`src/rtl/weight_streamer.sv`:
```
// Streams a burst of ROM words (base_addr, count) out over a valid/ready port.
// Latency: first beat 4 cycles after the start edge; then 1 beat/cycle with out_ready high.
// Backpressure: address issue is throttled so FIFO + in-flight reads never exceed 4 words.
//
// Ports: clk/rst (sync, active-high); start/base_addr/count request a burst in IDLE;
// rom_addr/rom_data form a 2-cycle-latency ROM read port; out_data/out_valid/out_ready/
// out_last carry the stream; busy covers the burst, done pulses once at its end.
module weight_streamer #(
    parameter int RAM_WIDTH = 8,
    parameter int RAM_DEPTH = 1024,
    localparam int AW = $clog2(RAM_DEPTH)
) (
    input  logic                 clk,
    input  logic                 rst,
    input  logic                 start,
    input  logic [AW-1:0]        base_addr,
    input  logic [AW:0]          count,
    output logic [AW-1:0]        rom_addr,
    input  logic [RAM_WIDTH-1:0] rom_data,
    output logic [RAM_WIDTH-1:0] out_data,
    output logic                 out_valid,
    input  logic                 out_ready,
    output logic                 out_last,
    output logic                 busy,
    output logic                 done
);

    localparam logic [1:0] S_IDLE  = 2'd0;
    localparam logic [1:0] S_FETCH = 2'd1;
    localparam logic [1:0] S_DRAIN = 2'd2;

    logic [1:0]           state;
    logic [AW-1:0]        next_addr;   // next address to issue
    logic [AW:0]          issue_left;  // addresses still to issue
    logic [AW:0]          out_left;    // beats still to deliver
    // pipe_vld[0] travels with rom_addr, [2] lines up with rom_data of that read.
    logic [2:0]           pipe_vld;

    logic [RAM_WIDTH-1:0] fifo_mem [0:3];
    logic [1:0]           wr_ptr;
    logic [1:0]           rd_ptr;
    logic [2:0]           occ;

    logic                 push;
    logic                 pop;
    logic                 issue;
    logic [1:0]           in_flight;
    logic [3:0]           committed;

    function automatic logic [AW-1:0] wrap_inc(input logic [AW-1:0] a);
        // Explicit wrap so non-power-of-2 depths roll over correctly.
        return (a == AW'(RAM_DEPTH - 1)) ? '0 : a + AW'(1);
    endfunction

    assign out_valid = (occ != 3'd0);
    assign out_data  = out_valid ? fifo_mem[rd_ptr] : '0;
    assign out_last  = out_valid && (out_left == (AW+1)'(1));
    assign busy      = (state != S_IDLE);

    assign pop       = out_valid && out_ready;
    assign push      = pipe_vld[2];
    assign in_flight = {1'b0, pipe_vld[0]} + {1'b0, pipe_vld[1]} + {1'b0, pipe_vld[2]};
    assign committed = {1'b0, occ} + {2'b0, in_flight};
    // Every issued read is guaranteed a FIFO slot when it returns; a pop this cycle frees one.
    assign issue     = (state == S_FETCH) && (committed < (pop ? 4'd5 : 4'd4));

    always_ff @(posedge clk) begin
        if (rst) begin
            state      <= S_IDLE;
            next_addr  <= '0;
            issue_left <= '0;
            out_left   <= '0;
            pipe_vld   <= '0;
            wr_ptr     <= '0;
            rd_ptr     <= '0;
            occ        <= '0;
            rom_addr   <= '0;
            done       <= 1'b0;
        end else begin
            done     <= 1'b0;
            pipe_vld <= {pipe_vld[1:0], issue};

            if (issue) begin
                rom_addr   <= next_addr;
                next_addr  <= wrap_inc(next_addr);
                issue_left <= issue_left - (AW+1)'(1);
            end

            if (push) begin
                fifo_mem[wr_ptr] <= rom_data;
                wr_ptr           <= wr_ptr + 2'd1;
            end
            if (pop) begin
                rd_ptr   <= rd_ptr + 2'd1;
                out_left <= out_left - (AW+1)'(1);
            end
            occ <= occ + {2'b0, push} - {2'b0, pop};

            case (state)
                S_IDLE: begin
                    if (start) begin
                        if (count == '0) begin
                            done <= 1'b1;
                        end else begin
                            state      <= S_FETCH;
                            next_addr  <= base_addr;
                            issue_left <= count;
                            out_left   <= count;
                        end
                    end
                end
                S_FETCH: begin
                    if (issue && issue_left == (AW+1)'(1))
                        state <= S_DRAIN;
                end
                S_DRAIN: begin
                    if (pop && out_last) begin
                        state <= S_IDLE;
                        done  <= 1'b1;
                    end
                end
                default: state <= S_IDLE;
            endcase
        end
    end

endmodule
```
`config.mk`:
```
export PLATFORM = sky130hd
export DESIGN_NAME = weight_streamer
export DESIGN_NICKNAME = d
export VERILOG_FILES = /design/src/rtl/weight_streamer.sv
export SDC_FILE = /design/constraint.sdc
export NUM_CORES = 1
export LEC_CHECK = 0
export ABC_AREA = 1
export CAP_MARGIN = 40
export CORE_ASPECT_RATIO = 1.75
export CORE_MARGIN = 2
export CORE_UTILIZATION = 56
export DETAILED_ROUTE_END_ITERATION = 10
export PLACE_DENSITY_LB_ADDON = 0.25
export SYNTH_ARGS = -nofsm -noshare
export SYNTH_HDL_FRONTEND = slang
export SYNTH_SLANG_ARGS = --single-unit
```
`constraint.sdc`:
```
create_clock -name clk -period 2.8 [get_ports clk]
set_input_delay 0.42 -clock clk [delete_from_list [all_inputs] [get_ports clk]]
set_output_delay 0.42 -clock clk [all_outputs]
set_load 0.05 [all_outputs]
```
==> results.json, run 1 <==
{
  "grt_use_met1_pct": 25.7,
  "hold_viol": 0,
  "max_freq_mhz": 365,
  "insertion_delay_ps": 340,
  "maxSlewViolCount": 0,
  "htree_levels": 3,
  "cp_max_fo": 9,
  "totalPowerFinal_mw": 4.43,
  "insertedDiodeCount": 0,
  "io_pins": 55,
  "crit_arrival_ps": 2320,
  "p_leak_nw": 2.50,
  "r2r_slack_ps": 70,
  "worstPathCellList": "inv_1 > nor2_1 > o21ai_0 > a21oi_1 > clkdlybuf4s50_1",
  "root_buffer": "clkbuf_16",
  "cp_top_family": "buffers and inverters",
  "skew_ps": 10.8,
  "wirelength_mm": 10.6,
  "crit_path_max_incr_delay_ps": 810,
  "yosysTopAreaCell": "dfxtp_1",
  "syn_inst": 579,
  "syn-num-nets": 628,
  "yosysWarningCount": 0,
  "p_per_area_nw_per_um2": 792,
  "ys_seq_area_share_pct": 46.4,
  "grt_max_degree": 31,
  "async_flop_share_pct": 0,
  "status": "complete, no violations",
  "path_class": "register to output port",
  "cts_tree": "built",
  "worst_slew_pin_slew_ps": 790,
  "core_area_um2": 7910,
  "syn-cell-area_um2": 4530,
  "clk_path_buf_depth": 2,
  "rsz0062_at_grt": "yes",
  "yosysTopAreaCellShare_pct": 25.2,
  "antenna_found_initial": 0,
  "setup_viol": 0,
  "die_area_um2": 8850,
  "layout-drive-gt1-share_pct": 11.2,
  "dr.first_iter.drc_count": 295,
  "use_met3_pct": 4.16,
  "cts.sinks": 89,
  "hold_path.class": "register to register",
  "portBuffers": 54,
  "nFillCells": 605,
  "place_congestion": 0.972,
  "period_minus_slack_ps": 2740,
  "end_kind": "output port",
  "syn_to_final_growth_pct": 23.4,
  "grt_pass1_vias": 3886,
  "avgSynthCellArea_um2": 7.82,
  "ant_nets": 0,
  "dpl.hpwl_mm": 7.65,
  "placed_area_um2": 5160,
  "synth.distinct_cells": 38,
  "grt_first_pass_wirelength_mm": 17.2,
  "ys_ff_latch": 89,
  "synth_area_leaders": "dfxtp_1 25%, edfxtp_1 21%, nand2_1 8.1%",
  "wl_per_cell_um": 14.3,
  "via_per_inst": 5.35,
  "use_met2_pct": 48.4,
  "cts_buffers": 9,
  "finalCritPeriodShare_pct": 97.8,
  "ys.flop_type": "dfxtp_1",
  "cp_data_required_time_ps": 2380,
  "maxCapViolations": 0,
  "hold_start": "pipe_vld[0]$_SDFF_PP0_",
  "grtUsageTotal_pct": 25.3,
  "vdd_drop_max_mv": 0.462,
  "worst-path-buf-inv": 2,
  "final_area_um2": 5590,
  "fin_nets": 696,
  "vias": 3972,
  "drc_errors": 0,
  "relSlewSlack_pct": 47.1,
  "overflow": 0,
  "crit_slowest_cell": "clkdlybuf4s50_1",
  "die_x_um": 72.0,
  "final_core_util_pct": 70.7,
  "cp-start-kind": "register",
  "rows": 43,
  "start_util_pct": 57.3,
  "hold_buffers": 0,
  "r2r-start": "pipe_vld[0]$_SDFF_PP0_",
  "drtPass1Iterations": 5,
  "clk_pin_slew_ps": 60,
  "synth-edff-count": 32,
  "die_h_um": 123,
  "top_usage_layer": "met2"
}
[cells by family after synthesis]
logic type	count (synthesis)	share of synthesized area [%]
flip-flops	89	46.4
buffers and inverters	116	10.1
XOR/XNOR	7	1.35
AND/OR/NAND/NOR	275	28.0
AO/OA/AOI/OAI	76	9.20
adder cells (fa/ha/maj)	16	4.92
[cell usage after synthesis (4+ instances only)]
master / n
nand3_1: 48
o211ai_1: 4
inv_2: 9
buf_2: 6
a21oi_1: 34
o21ai_0: 22
nor2_1: 82
clkbuf_1: 10
edfxtp_1: 32
nand2_1: 98
nand4_1: 13
nand3b_1: 8
ha_1: 13
o21ai_1: 9
inv_1: 87
nor3_1: 9
xor2_1: 4
dfxtp_1: 57
[state kept, by name (all words and copies together), names as in the netlist, 2 cells and up, named ones only]
| name | flops |
|---|---|
| fifo_mem | 32 |
| issue_left | 11 |
| next_addr | 10 |
| occ | 3 |
| out_left | 11 |
| pipe_vld | 3 |
| rd_ptr | 2 |
| rom_addr | 10 |
| state | 2 |
| wr_ptr | 2 |
[layer usage]
layer | vias to the layer above | part of all wire [%]
met2 | 127 | 56
met1 | 1818 | 37
met3 | 23 | 4.5
met5 | - | 0
li1 | 2004 | -
met4 | 0 | 2.5
[cell usage in the layout, fill, tap and decap left out, types with 7 or more instances in the layout]
| cell type | synthesis | final |
|---|---|---|
| nor2_1 | 82 | 77 |
| o21ai_0 | 22 | 22 |
| o21ai_1 | 9 | 7 |
| nor3_1 | 9 | 9 |
| ha_1 | 13 | 12 |
| a21oi_1 | 34 | 34 |
| clkdlybuf4s50_1 | 0 | 48 |
| edfxtp_1 | 32 | 32 |
| inv_2 | 9 | 9 |
| nand2_1 | 98 | 97 |
| dfxtp_1 | 57 | 55 |
| nand4_1 | 13 | 13 |
| buf_4 | 0 | 20 |
| nand3_1 | 48 | 48 |
| nand3b_1 | 8 | 8 |
| inv_1 | 87 | 87 |
| clkbuf_16 | 0 | 9 |
[tightest hold or removal path: stages, from the launching register on]
cell and delay (ps):
dfxtp_2 330, inv_1 50, nor2_1 30
[timing repair]
action | 4_1_cts | 5_1_grt
pin swaps | 1 | 3
endpoints found under the hold margin | 0 | 0
resized for setup | 0 | 19
setup endpoints to repair | 1 | 34
gates cloned | 1 | 0
setup buffers | 2 | 9
[where the power goes]
| part | internal, mW | switching [mW] |
|---|---|---|
| combinational | 0.617 | 1.12 |
| clock | 0.623 | 0.466 |
| sequential | 1.46 | 0.143 |
[path summary, 6_finish.rpt]
path | endpoint | depth (start not counted)
max | out_data[2] | 5
min | pipe_vld[1]$_SDFF_PP0_ | 2
max reg2reg | rom_addr[2]$_SDFFE_PP0P_ | 13
min reg2reg | pipe_vld[1]$_SDFF_PP0_ | 2
[through the flow]
step                instances  hold slack [ps]  worst slack [ps]  TNS (ps)
CTS                       733              458              2.88         0
finish                    742              448              60.6         0
detailed placement        714              448              5.34         0
global route              742              460             -31.7      -173
floorplan                 579              425               294         0
global placement          714              436              95.9         0
[layout make-up]
type | count | area (um2) | area share [%]
clock buffers | 13 | 250 | 4.48
clock inverters | 3 | 17.5 | 0.313
inverters | 97 | 365 | 6.54
multi-input cells | 375 | 2010 | 36.0
flip-flops and latches | 89 | 2100 | 37.7
well taps | 90 | 113 | 2.02
repair buffers | 75 | 724 | 13.0
(Power assumes the default switching activity.)
==> inputs of run 2 (changes only) <==
--- a/config.mk
+++ b/config.mk
@@ -9,7 +9,7 @@
 export CAP_MARGIN = 40
 export CORE_ASPECT_RATIO = 1.75
 export CORE_MARGIN = 2
-export CORE_UTILIZATION = 56
+export CORE_UTILIZATION = 60
 export DETAILED_ROUTE_END_ITERATION = 10
 export PLACE_DENSITY_LB_ADDON = 0.25
 export SYNTH_ARGS = -nofsm -noshare
==> constraint.sdc (replaced) <==
create_clock -name clk -period 3.2 [get_ports clk]
set_input_delay 0.48 -clock clk [delete_from_list [all_inputs] [get_ports clk]]
set_output_delay 0.48 -clock clk [all_outputs]
set_load 0.05 [all_outputs]
==> run 2 against run 1 <==
  * Critical path depth did not move
  * Die area fell by 6.4%
  * Clock skew fell by 3.8 ps
  * Sequential power fell by 13%
  * Critical path type unchanged
  * Largest power group unchanged
  * Highest routed layer unchanged
==> results.json, run 2 (synthesis gave the netlist of run 1 again) <==
{
  "status": "complete, no violations",
  "root_buffer": "clkbuf_16",
  "grt_max_degree": 33,
  "largest_register_ffs": 32,
  "hold_path.class": "register to register",
  "htree_levels": 3,
  "final_core_util_pct": 74.6,
  "multi_input_area_um2": 1970,
  "final_common_cell": "nand2_1",
  "holdWs_ps": 459,
  "regMostFlops": "fifo_mem",
  "hold_start": "pipe_vld[1]$_SDFF_PP0_",
  "place_congestion": 0.940,
  "maxSlewViolCount": 0,
  "relSlewSlack_pct": 44.6,
  "cts_tree": "built",
  "cts.sinks": 89,
  "antenna_found_initial": 0,
  "post_cts_resized": 0,
  "cp_max_fo": 9,
  "drc_errors": 0,
  "syn_to_final_growth_pct": 20.1,
  "insertedDiodeCount": 0,
  "die_x_um": 69.7,
  "nFillCells": 555,
  "setup_viol": 0,
  "insertion_delay_ps": 350,
  "die_area_um2": 8290,
  "ant_nets": 0,
  "cp_data_required_time_ps": 2720,
  "wl_per_cell_um": 14.7,
  "period_minus_slack_ps": 2910,
  "portBuffers": 54,
  "crit_arrival_ps": 2430,
  "io_pins": 55,
  "seq_area_um2": 2100,
  "largestRegisters": "fifo_mem x32, issue_left x11, out_left x11",
  "cp_top_family": "buffers and inverters",
  "crit_slowest_cell": "clkdlybuf4s50_1",
  "final_cell_mix": "98 x nand2_1, 87 x inv_1, 82 x nor2_1",
  "end_kind": "output port",
  "crit_path_max_incr_delay_ps": 910,
  "rows": 41,
  "wirelength_mm": 10.6,
  "hold_buffers": 0,
  "clk_path_buf_depth": 2,
  "die_h_um": 119,
  "fin_setup_tns_ps": 0,
  "worst_slew_pin_slew_ps": 828,
  "vias": 3983,
  "drtPass1Iterations": 8,
  "vdd_drop_max_mv": 0.429,
  "max_freq_mhz": 343,
  "layout-drive-gt1-share_pct": 6.78,
  "clk_pin_slew_ps": 60,
  "hold_viol": 0,
  "maxCapViolations": 0,
  "path_class": "register to output port",
  "dpl.hpwl_mm": 7.60,
  "overflow": 0,
  "finalCritPeriodShare_pct": 91.0,
  "start_util_pct": 62.2,
  "p_leak_nw": 2.36,
  "worstPathCellList": "inv_2 > nand2_4 > inv_2 > nor3_1 > clkdlybuf4s50_1",
  "cp-start-kind": "register",
  "r2r-start": "pipe_vld[0]$_SDFF_PP0_",
  "cts_buffers": 9,
  "fin_nets": 678,
  "core_area_um2": 7280,
  "grt_first_pass_wirelength_mm": 17.5,
  "skew_ps": 6.95,
  "worst-path-buf-inv": 3,
  "setup.worst_path.start": "occ[1]$_SDFF_PP0_",
  "cpMostUsedCell": "inv_2",
  "cts_setup_buffers": 0,
  "p_per_area_nw_per_um2": 721,
  "via_per_inst": 5.53,
  "grtUsageTotal_pct": 26.4,
  "rsz0062_at_grt": "no",
  "grt_pass1_vias": 3954,
  "dr.first_iter.drc_count": 333
}
==> run 2: cell types whose count changed in the layout (fill, tap and decap cells not counted), moves of 2 or more <==
cell	previous run	this run
buf_4	20	3
nor2_1	77	82
bufinv_16	0	2
clkinv_2	3	1
o21ai_2	3	1
nor2_4	3	0
dfxtp_1	55	57
nor2_2	5	2
o21ai_1	7	9
dfxtp_2	2	0
dlymetal6s2s_1	5	0
clkdlybuf4s50_1	48	54
==> run 2: where the power goes <==
part           total [mW]  internal (mW)  switching [mW]
sequential           1.40           1.28           0.119
combinational        1.42          0.477           0.939
clock                1.11          0.683           0.427
==> run 2: path summary, 6_finish.rpt <==
kind,slack (ps),to,depth (start not counted)
setup / recovery,290,out_last,5
hold / removal,460,pipe_vld[2]$_SDFF_PP0_,2
setup reg to reg,320,issue_left[4]$_SDFF_PP0_,15
hold reg to reg,460,pipe_vld[2]$_SDFF_PP0_,2
==> run 2: metal layers <==
metal  up-vias  wire (um)  GRT usage, %
met1      1822       3820          26.9
met2       152       5760          49.8
met3        37        589          5.58
li1       1972          -             -
met4         0        398          12.7
met5         -          0             0
==> run 2: metrics by stage <==
stage	setup slack (ps)	area (um2)	instances	total power, mW
floorplan	694	4530	579	2.43
global placement	415	5120	704	2.79
detailed placement	326	5120	704	2.83
CTS	290	5440	720	3.92
global route	122	5440	720	4.14
finish	287	5440	720	3.92
==> run 2: area by class of cell <==
type / instances / share of cell area (%)
Inverter: 97 / 6.72
Timing Repair Buffer: 58 / 10.7
Clock buffer: 11 / 4.28
Tap cell: 86 / 1.98
Clock inverter: 5 / 1.47
Multi-Input combinational cell: 374 / 36.2
Sequential cell: 89 / 38.7
==> run 2: worst register-to-register path: stages, from the launching register on <==
cell and delay [ps]:
dfxtp_1 330, fa_1 540, ha_1 160, inv_1 60, fa_1 470, inv_1 40, nor2_1 100, nand3_2 100
nand2_4 110, nand2_4 70, nor2_8 340, nand2_1 140, o21ai_1 150, nand3_1 80, nand2_1 70, inv_1 30
